===== config.mk =====
export PLATFORM = sky130hd
export DESIGN_NAME = stall_flush_ctrl
export DESIGN_NICKNAME = d
export VERILOG_FILES = /design/src/rtl/pipe_pkg.sv /design/src/rtl/stall_flush_ctrl.sv
export SDC_FILE = /design/constraint.sdc
export NUM_CORES = 1
export LEC_CHECK = 0
export ABC_AREA = 1
export ABC_CLOCK_PERIOD_IN_PS = 2300
export CELL_PAD_IN_SITES_DETAIL_PLACEMENT = 1
export CELL_PAD_IN_SITES_GLOBAL_PLACEMENT = 1
export CORE_MARGIN = 10
export CORE_UTILIZATION = 40
export DETAILED_ROUTE_END_ITERATION = 10
export GPL_ROUTABILITY_DRIVEN = 0
export PLACE_DENSITY = 0.82
export SLEW_MARGIN = 5
export SYNTH_ARGS = -nofsm -noshare
export SYNTH_HDL_FRONTEND = slang
export SYNTH_SLANG_ARGS = --single-unit

===== constraint.sdc =====
create_clock -name clk -period 2.3 [get_ports clk]
set_input_delay 0.46 -clock clk [delete_from_list [all_inputs] [get_ports clk]]
set_output_delay 0.46 -clock clk [all_outputs]
set_load 0.02 [all_outputs]

===== src/rtl/pipe_pkg.sv =====
// ---------------------------------------------------------------------------
// pipe_pkg
// Definitions shared by the pipeline control logic: the controller state
// encoding, the canonical NOP instruction word, and the default drain and
// watchdog limits.
// ---------------------------------------------------------------------------
package pipe_pkg;

  // Controller state encoding (two bits, legacy-compatible constants)
  localparam logic [1:0] ST_RUN      = 2'd0;
  localparam logic [1:0] ST_MEM_WAIT = 2'd1;
  localparam logic [1:0] ST_DRAIN    = 2'd2;
  localparam logic [1:0] ST_HALTED   = 2'd3;

  // addi x0, x0, 0 -- injected into Dec on flush and into Exec on bubble
  localparam logic [31:0] NOP_INSN = 32'h0000_0013;

  // Cycles needed to drain Dec..WB once the halt instruction is seen in IF
  localparam int DRAIN_CYCLES_DEF = 4;

  // Consecutive data-memory wait cycles tolerated before flagging an error
  localparam int WDOG_LIMIT_DEF = 255;

  // Width of the drain / watchdog / stall counters
  localparam int CNT_W = 16;

endpackage : pipe_pkg


===== src/rtl/stall_flush_ctrl.sv =====
// ---------------------------------------------------------------------------
// stall_flush_ctrl
// Central stall / flush / halt controller for the 5-stage pipeline. Detects
// load-use hazards, squashes the wrong-path instruction after a redirect,
// freezes the whole pipe while the data memory is busy (with a watchdog),
// and drains the pipe after the halt instruction is fetched.
//
// Ports
//   clk, rstn                 clock, asynchronous active-low reset
//   dec_rs1/rs2, dec_use_*    sources read by the instruction in Dec
//   ex_rd, ex_is_load, ex_wen destination / kind of the instruction in Exec
//   redirect                  Dec resolved a taken branch or jump
//   halt_if                   IF fetched the halt instruction
//   mem_req, mem_ready        Mem-stage data access request / completion
//   stall_if/dec/ex/all       hold the named pipeline register(s)
//   flush_dec                 load NOP into Instruction_Dec on the next edge
//   bubble_ex                 load NOP, clear wrEn/mem_wEn in Exec next edge
//   halt_out                  core halted (left only through reset)
//   wdog_err                  sticky data-memory timeout
//   stall_cnt                 saturating count of cycles with any stall
// ---------------------------------------------------------------------------
module stall_flush_ctrl
  import pipe_pkg::*;
#(
  parameter int DRAIN_CYCLES = DRAIN_CYCLES_DEF,
  parameter int WDOG_LIMIT   = WDOG_LIMIT_DEF
) (
  input  logic        clk,
  input  logic        rstn,
  input  logic [4:0]  dec_rs1,
  input  logic [4:0]  dec_rs2,
  input  logic        dec_use_rs1,
  input  logic        dec_use_rs2,
  input  logic [4:0]  ex_rd,
  input  logic        ex_is_load,
  input  logic        ex_wen,
  input  logic        redirect,
  input  logic        halt_if,
  input  logic        mem_req,
  input  logic        mem_ready,
  output logic        stall_if,
  output logic        stall_dec,
  output logic        stall_ex,
  output logic        stall_all,
  output logic        flush_dec,
  output logic        bubble_ex,
  output logic        halt_out,
  output logic        wdog_err,
  output logic [15:0] stall_cnt
);

  localparam logic [CNT_W-1:0] DRAIN_INIT = CNT_W'(DRAIN_CYCLES);
  localparam logic [CNT_W-1:0] WDOG_MAX   = CNT_W'(WDOG_LIMIT);

  logic [1:0]       state_q, state_d;
  logic [CNT_W-1:0] drain_cnt_q, drain_cnt_d;
  logic [CNT_W-1:0] wdog_cnt_q, wdog_cnt_d;
  logic             ret_drain_q, ret_drain_d;
  logic             halt_out_q, halt_out_d;
  logic             wdog_err_q, wdog_err_d;
  logic [15:0]      stall_cnt_q, stall_cnt_d;

  logic load_use;
  logic mem_stall;
  logic hz_en;       // pipeline advances this cycle: hazard responses apply
  logic drain_tick;  // one drain cycle consumed this cycle
  logic s_if, s_dec, s_all, s_flush, s_bubble;
  logic any_stall;

  assign load_use = ex_is_load & ex_wen & (ex_rd != 5'd0) &
                    ((dec_use_rs1 & (dec_rs1 == ex_rd)) |
                     (dec_use_rs2 & (dec_rs2 == ex_rd)));

  assign mem_stall = mem_req & ~mem_ready;

  always_comb begin
    state_d     = state_q;
    drain_cnt_d = drain_cnt_q;
    wdog_cnt_d  = wdog_cnt_q;
    ret_drain_d = ret_drain_q;
    wdog_err_d  = wdog_err_q;
    s_if        = 1'b0;
    s_dec       = 1'b0;
    s_all       = 1'b0;
    s_flush     = 1'b0;
    s_bubble    = 1'b0;
    hz_en       = 1'b0;
    drain_tick  = 1'b0;

    case (state_q)
      ST_RUN: begin
        if (mem_stall) begin
          s_all       = 1'b1;
          state_d     = ST_MEM_WAIT;
          wdog_cnt_d  = {{(CNT_W-1){1'b0}}, 1'b1};
          ret_drain_d = 1'b0;
        end else begin
          hz_en = 1'b1;
          // A halt seen on the same cycle as a redirect is on the wrong path;
          // a halt under load_use is simply re-presented next cycle.
          if (halt_if && !load_use && !redirect) begin
            s_if        = 1'b1;
            state_d     = (DRAIN_INIT == '0) ? ST_HALTED : ST_DRAIN;
            drain_cnt_d = DRAIN_INIT;
          end
        end
      end

      ST_MEM_WAIT: begin
        if (!mem_ready) begin
          s_all = 1'b1;
          if (wdog_cnt_q != {CNT_W{1'b1}}) begin
            wdog_cnt_d = wdog_cnt_q + 1'b1;
          end
        end else begin
          // Memory completes: the pipe advances this cycle in the mode we
          // left, so hazards apply and a pending drain keeps counting.
          hz_en      = 1'b1;
          s_if       = ret_drain_q;
          drain_tick = ret_drain_q;
          state_d    = ret_drain_q ? ST_DRAIN : ST_RUN;
        end
      end

      ST_DRAIN: begin
        s_if = 1'b1;
        if (mem_stall) begin
          s_all       = 1'b1;
          state_d     = ST_MEM_WAIT;
          wdog_cnt_d  = {{(CNT_W-1){1'b0}}, 1'b1};
          ret_drain_d = 1'b1;
        end else begin
          hz_en      = 1'b1;
          drain_tick = 1'b1;
        end
      end

      default: begin  // ST_HALTED
        s_all = 1'b1;
      end
    endcase

    if (hz_en) begin
      if (load_use) begin
        s_if     = 1'b1;
        s_dec    = 1'b1;
        s_bubble = 1'b1;
      end else if (redirect) begin
        s_flush = 1'b1;
      end
    end

    if (drain_tick) begin
      if (drain_cnt_q != '0) begin
        drain_cnt_d = drain_cnt_q - 1'b1;
      end
      if (drain_cnt_d == '0) begin
        state_d = ST_HALTED;
      end
    end

    if (state_d == ST_MEM_WAIT && wdog_cnt_d >= WDOG_MAX) begin
      wdog_err_d = 1'b1;
    end

    halt_out_d = (state_d == ST_HALTED);
  end

  // Outputs are forced low while reset is held, even though the hazard
  // terms are combinational from the inputs.
  assign stall_if  = s_if & rstn;
  assign stall_dec = s_dec & rstn;
  assign stall_all = s_all & rstn;
  assign stall_ex  = s_all & rstn;
  assign flush_dec = s_flush & rstn;
  assign bubble_ex = s_bubble & rstn;

  assign any_stall = stall_if | stall_dec | stall_ex | stall_all;

  always_comb begin
    stall_cnt_d = stall_cnt_q;
    if (any_stall && stall_cnt_q != 16'hFFFF) begin
      stall_cnt_d = stall_cnt_q + 16'd1;
    end
  end

  always_ff @(posedge clk or negedge rstn) begin
    if (!rstn) begin
      state_q     <= ST_RUN;
      drain_cnt_q <= '0;
      wdog_cnt_q  <= '0;
      ret_drain_q <= 1'b0;
      halt_out_q  <= 1'b0;
      wdog_err_q  <= 1'b0;
      stall_cnt_q <= 16'd0;
    end else begin
      state_q     <= state_d;
      drain_cnt_q <= drain_cnt_d;
      wdog_cnt_q  <= wdog_cnt_d;
      ret_drain_q <= ret_drain_d;
      halt_out_q  <= halt_out_d;
      wdog_err_q  <= wdog_err_d;
      stall_cnt_q <= stall_cnt_d;
    end
  end

  assign halt_out  = halt_out_q;
  assign wdog_err  = wdog_err_q;
  assign stall_cnt = stall_cnt_q;

endmodule : stall_flush_ctrl


==> out/results.tsv <==
stage	metric	value	unit
synthesis	synth_fp_nets	636	
synthesis	synth.yosys.seq_area_share	0.332	
power_and_ir_drop	comb_power_share	0.631	
clocking	cts_tree	done	
drt	antenna_left	0	
worst_setup_path	path_class	input port to output port	
timing	tightest_slew	0.725	ns
worst_setup_path	cp_max_fo	3	
clocking	clkTransAtPathRegs	0.11	ns
final_layout	n_antenna_cell	0	
worst_setup_path	reg2reg_depth	16	
worst_setup_path	rr_startpoint	state_q[1]	
timing	fmax	0.434	GHz
worst_setup_path	rrSetupSlack	0	ns
floorplan	fp.dieW	120	um
global_route	grt_antenna_before_repair	0	
timing	finalWorstSetupSlack	-0.00541	ns
place	port_buffers	48	
worst_setup_path	arrival	1.85	ns
power_and_ir_drop	pwr-share-seq	0.271	
synthesis	synth_common_cells	192 x nand2_1, 70 x inv_1, 67 x nor2_1	
timing	finalHoldViolCount	0	
synthesis	yosysTopAreaCell	dfrtp_1	
global_route	grt_start_max_net_pins	54	
synthesis	synthMostInstantiatedCell	nand2_1	
floorplan	rows	36	
final_layout	layout-drive-gt1-share	0.245	
global_route	grt_pass1_vias	4611	
final_layout	final_cell_count_no_fill	839	
synthesis	async_reset_ff_frac	1.00	
synthesis	synth-edff-count	0	
power_and_ir_drop	design_power_total	6.03	mW
clocking	clk_path_buf_depth	2	
final_layout	area_delta_synth_final	35.4	%
synthesis	synthXorXnorAreaFrac	0.0679	
floorplan	start_util	0.409	
run	maxCapViolCount	0	
power_and_ir_drop	p_sw	3.01	mW
drt	dr.pass1.iters	4	
worst_hold_path	hold_class	input port to asynchronous set/reset pin	
floorplan	ios	49	
power_and_ir_drop	ir_drop	0.820	mV
floorplan	dieHeight	120	um
drt	wl_per_cell	17.3	um
synthesis	yosysWarnings	0	
global_route	grt.overflow.total	0	
drt	drtIter0Drc	163	
drt	vias	4405	
timing	slew_viol_final	0	
power_and_ir_drop	power_leakage	2.74	nW
timing	finClkSkew	0.0109	ns
timing	timing.final.crit_share	1.00	
synthesis	synth.area.top_cells	dfrtp_1 33%, nand2_1 18%, nand3_1 7.5%, inv_1 6.6%, nor2_1 6.3%	
synthesis	yosysUniqueCellTypes	37	
place	place_inst	819	
timing	fin_crit	2.31	ns
synthesis	synth_compound_area_frac	0.0620	
drt	wl	14.5	mm
synthesis	yosysTopAreaCellShare	0.332	
synthesis	synth_top_family_by_area	simple AND/OR/NAND/NOR gates	
place	dp_hpwl	9.79	mm
power_and_ir_drop	p_int	3.03	mW
clocking	numCtsBuffers	5	
final_layout	finish.instance_area	5410	um^2
floorplan	core-area	9770	um^2
drt	avgViaCountPerCell	5.25	
synthesis	syn_inst	604	
worst_setup_path	endpoint_kind	output port	
clocking	clock_sinks	53	
place	place_area	4920	um^2
timing	maxSlewHeadroom	0.516	
floorplan	die_area	14400	um^2
worst_setup_path	crit_path_start_kind	input port	
clocking	h-tree-depth	2	
clocking	clk_root_buffer_cell	clkbuf_8	
global_route	grt_pass1_wl	21.8	mm
global_route	grt_usage	0.179	
synthesis	avgSynthCellArea	6.62	um^2
status	violations	negative setup slack	
drt	drcViolationCount	0	
power_and_ir_drop	powerDensity	1110	nW/um^2
timing	finalSetupViolations	1	
synthesis	synthMuxAreaShare	0	
final_layout	fin_nets	737	
clocking	clk_latency	0.32	ns
clocking	hold_buffers	0	
worst_setup_path	rr_endpoint	wdog_err	
synthesis	ys.flop_type	dfrtp_1	
final_layout	final_util	0.554	
worst_setup_path	required	1.84	ns
synthesis	netlist_area	4000	um^2
power_and_ir_drop	p_clk_frac	0.098	
power_and_ir_drop	switching_share	0.498	
timing	rsz0062_at_grt	true	
synthesis	yosys.area_share.simple	0.421	
synthesis	ys_seq_elements	53	
synthesis	synthAdderAreaFrac	0.0219	
final_layout	fillers	1297	
status	status	finished, violations left	
timing	fin_setup_tns	-0.00541	ns
==> metal layers <==
layer | routed length (um) | GRT usage | vias to the layer above
li1 | - | - | 2117
met1 | 6100 | 0.210 | 2198
met2 | 7760 | 0.334 | 71
met3 | 405 | 0.0263 | 19
met4 | 220 | 0.0400 | 0
met5 | 0 | 0 | -
==> cell type report <==
class	instances	area [um^2]	share of cell area
Timing Repair Buffer	109	976	0.180
Clock inverter	3	25.0	0.00462
Inverter	74	283	0.0522
Clock buffer	5	68.8	0.0127
Tap cell	133	166	0.0307
Multi-Input combinational cell	462	2560	0.474
Sequential cell	53	1330	0.246
==> state kept, by name (all words and copies together), names as in the netlist <==
name	flops
drain_cnt_q	16
stall_cnt	16
wdog_cnt_q	16
state_q	2
halt_out	1
ret_drain_q	1
wdog_err	1
==> cells by family (layout without fill, tap and decap cells) <==
group,after synthesis,in the layout
flops,53,53
fa+ha+maj,7,7
simple gates,377,378
buf+inv,90,191
compound gates,46,46
xor+xnor,31,31
==> power by group through the flow <==
stage               clock (mW)  sequential [mW]  combinational (mW)
floorplan                    0             1.62                1.99
global placement             0             1.59                3.10
detailed placement           0             1.62                3.25
CTS                      0.598             1.61                3.36
global route             0.642             1.68                4.21
finish                   0.591             1.64                3.81
==> per-stage QoR <==
step / hold slack (ns) / worst slack, ns
6_report: 0.329 / -0.00541
5_1_grt: 0.385 / -0.131
4_1_cts: 0.351 / -0.0755
3_5_place_dp: 0.504 / -0.619
3_3_place_gp: 0.475 / -0.491
2_1_floorplan: 0.164 / 0.176
==> layout by cell type (no fill, tap or decap), drive strengths merged, types with 9 or more instances in the layout <==
master           n
nand2          199
nor2            77
inv             75
buf             68
nand3           65
dfrtp           53
o21ai           31
clkdlybuf4s50   23
xor2            20
nand4           18
dlygate4sd2     12
xnor2           11
nor3             9
==> critical path, cell delays in order <==
cell	delay [ns]
dlygate4sd2_1	0.26
inv_2	0.07
nand2_1	0.06
nand2_1	0.06
nor2_1	0.17
nand3_2	0.12
nand2_2	0.12
nand2_4	0.08
nand3_4	0.08
nand3_2	0.08
nand2_2	0.09
nand2_2	0.06
buf_6	0.12
==> worst max path at each step <==
| stage | start | endpoint |
|---|---|---|
| finish | ex_rd[3] | stall_if |
| global route | ex_rd[3] | stall_if |
| CTS | dec_rs1[0] | stall_if |
| detailed placement | ex_rd[0] | stall_if |
| global placement | mem_ready | flush_dec |
| floorplan | state_q[0] | stall_if |
==> what timing repair did <==
| action | in CTS | in global routing |
|---|---|---|
| resized for setup | 59 | 92 |
| buffers inserted | 3 | 10 |
| setup endpoints to repair | 22 | 25 |
| pin swaps | 10 | 28 |
| cloned | 0 | 1 |
(Power assumes the default switching activity.)
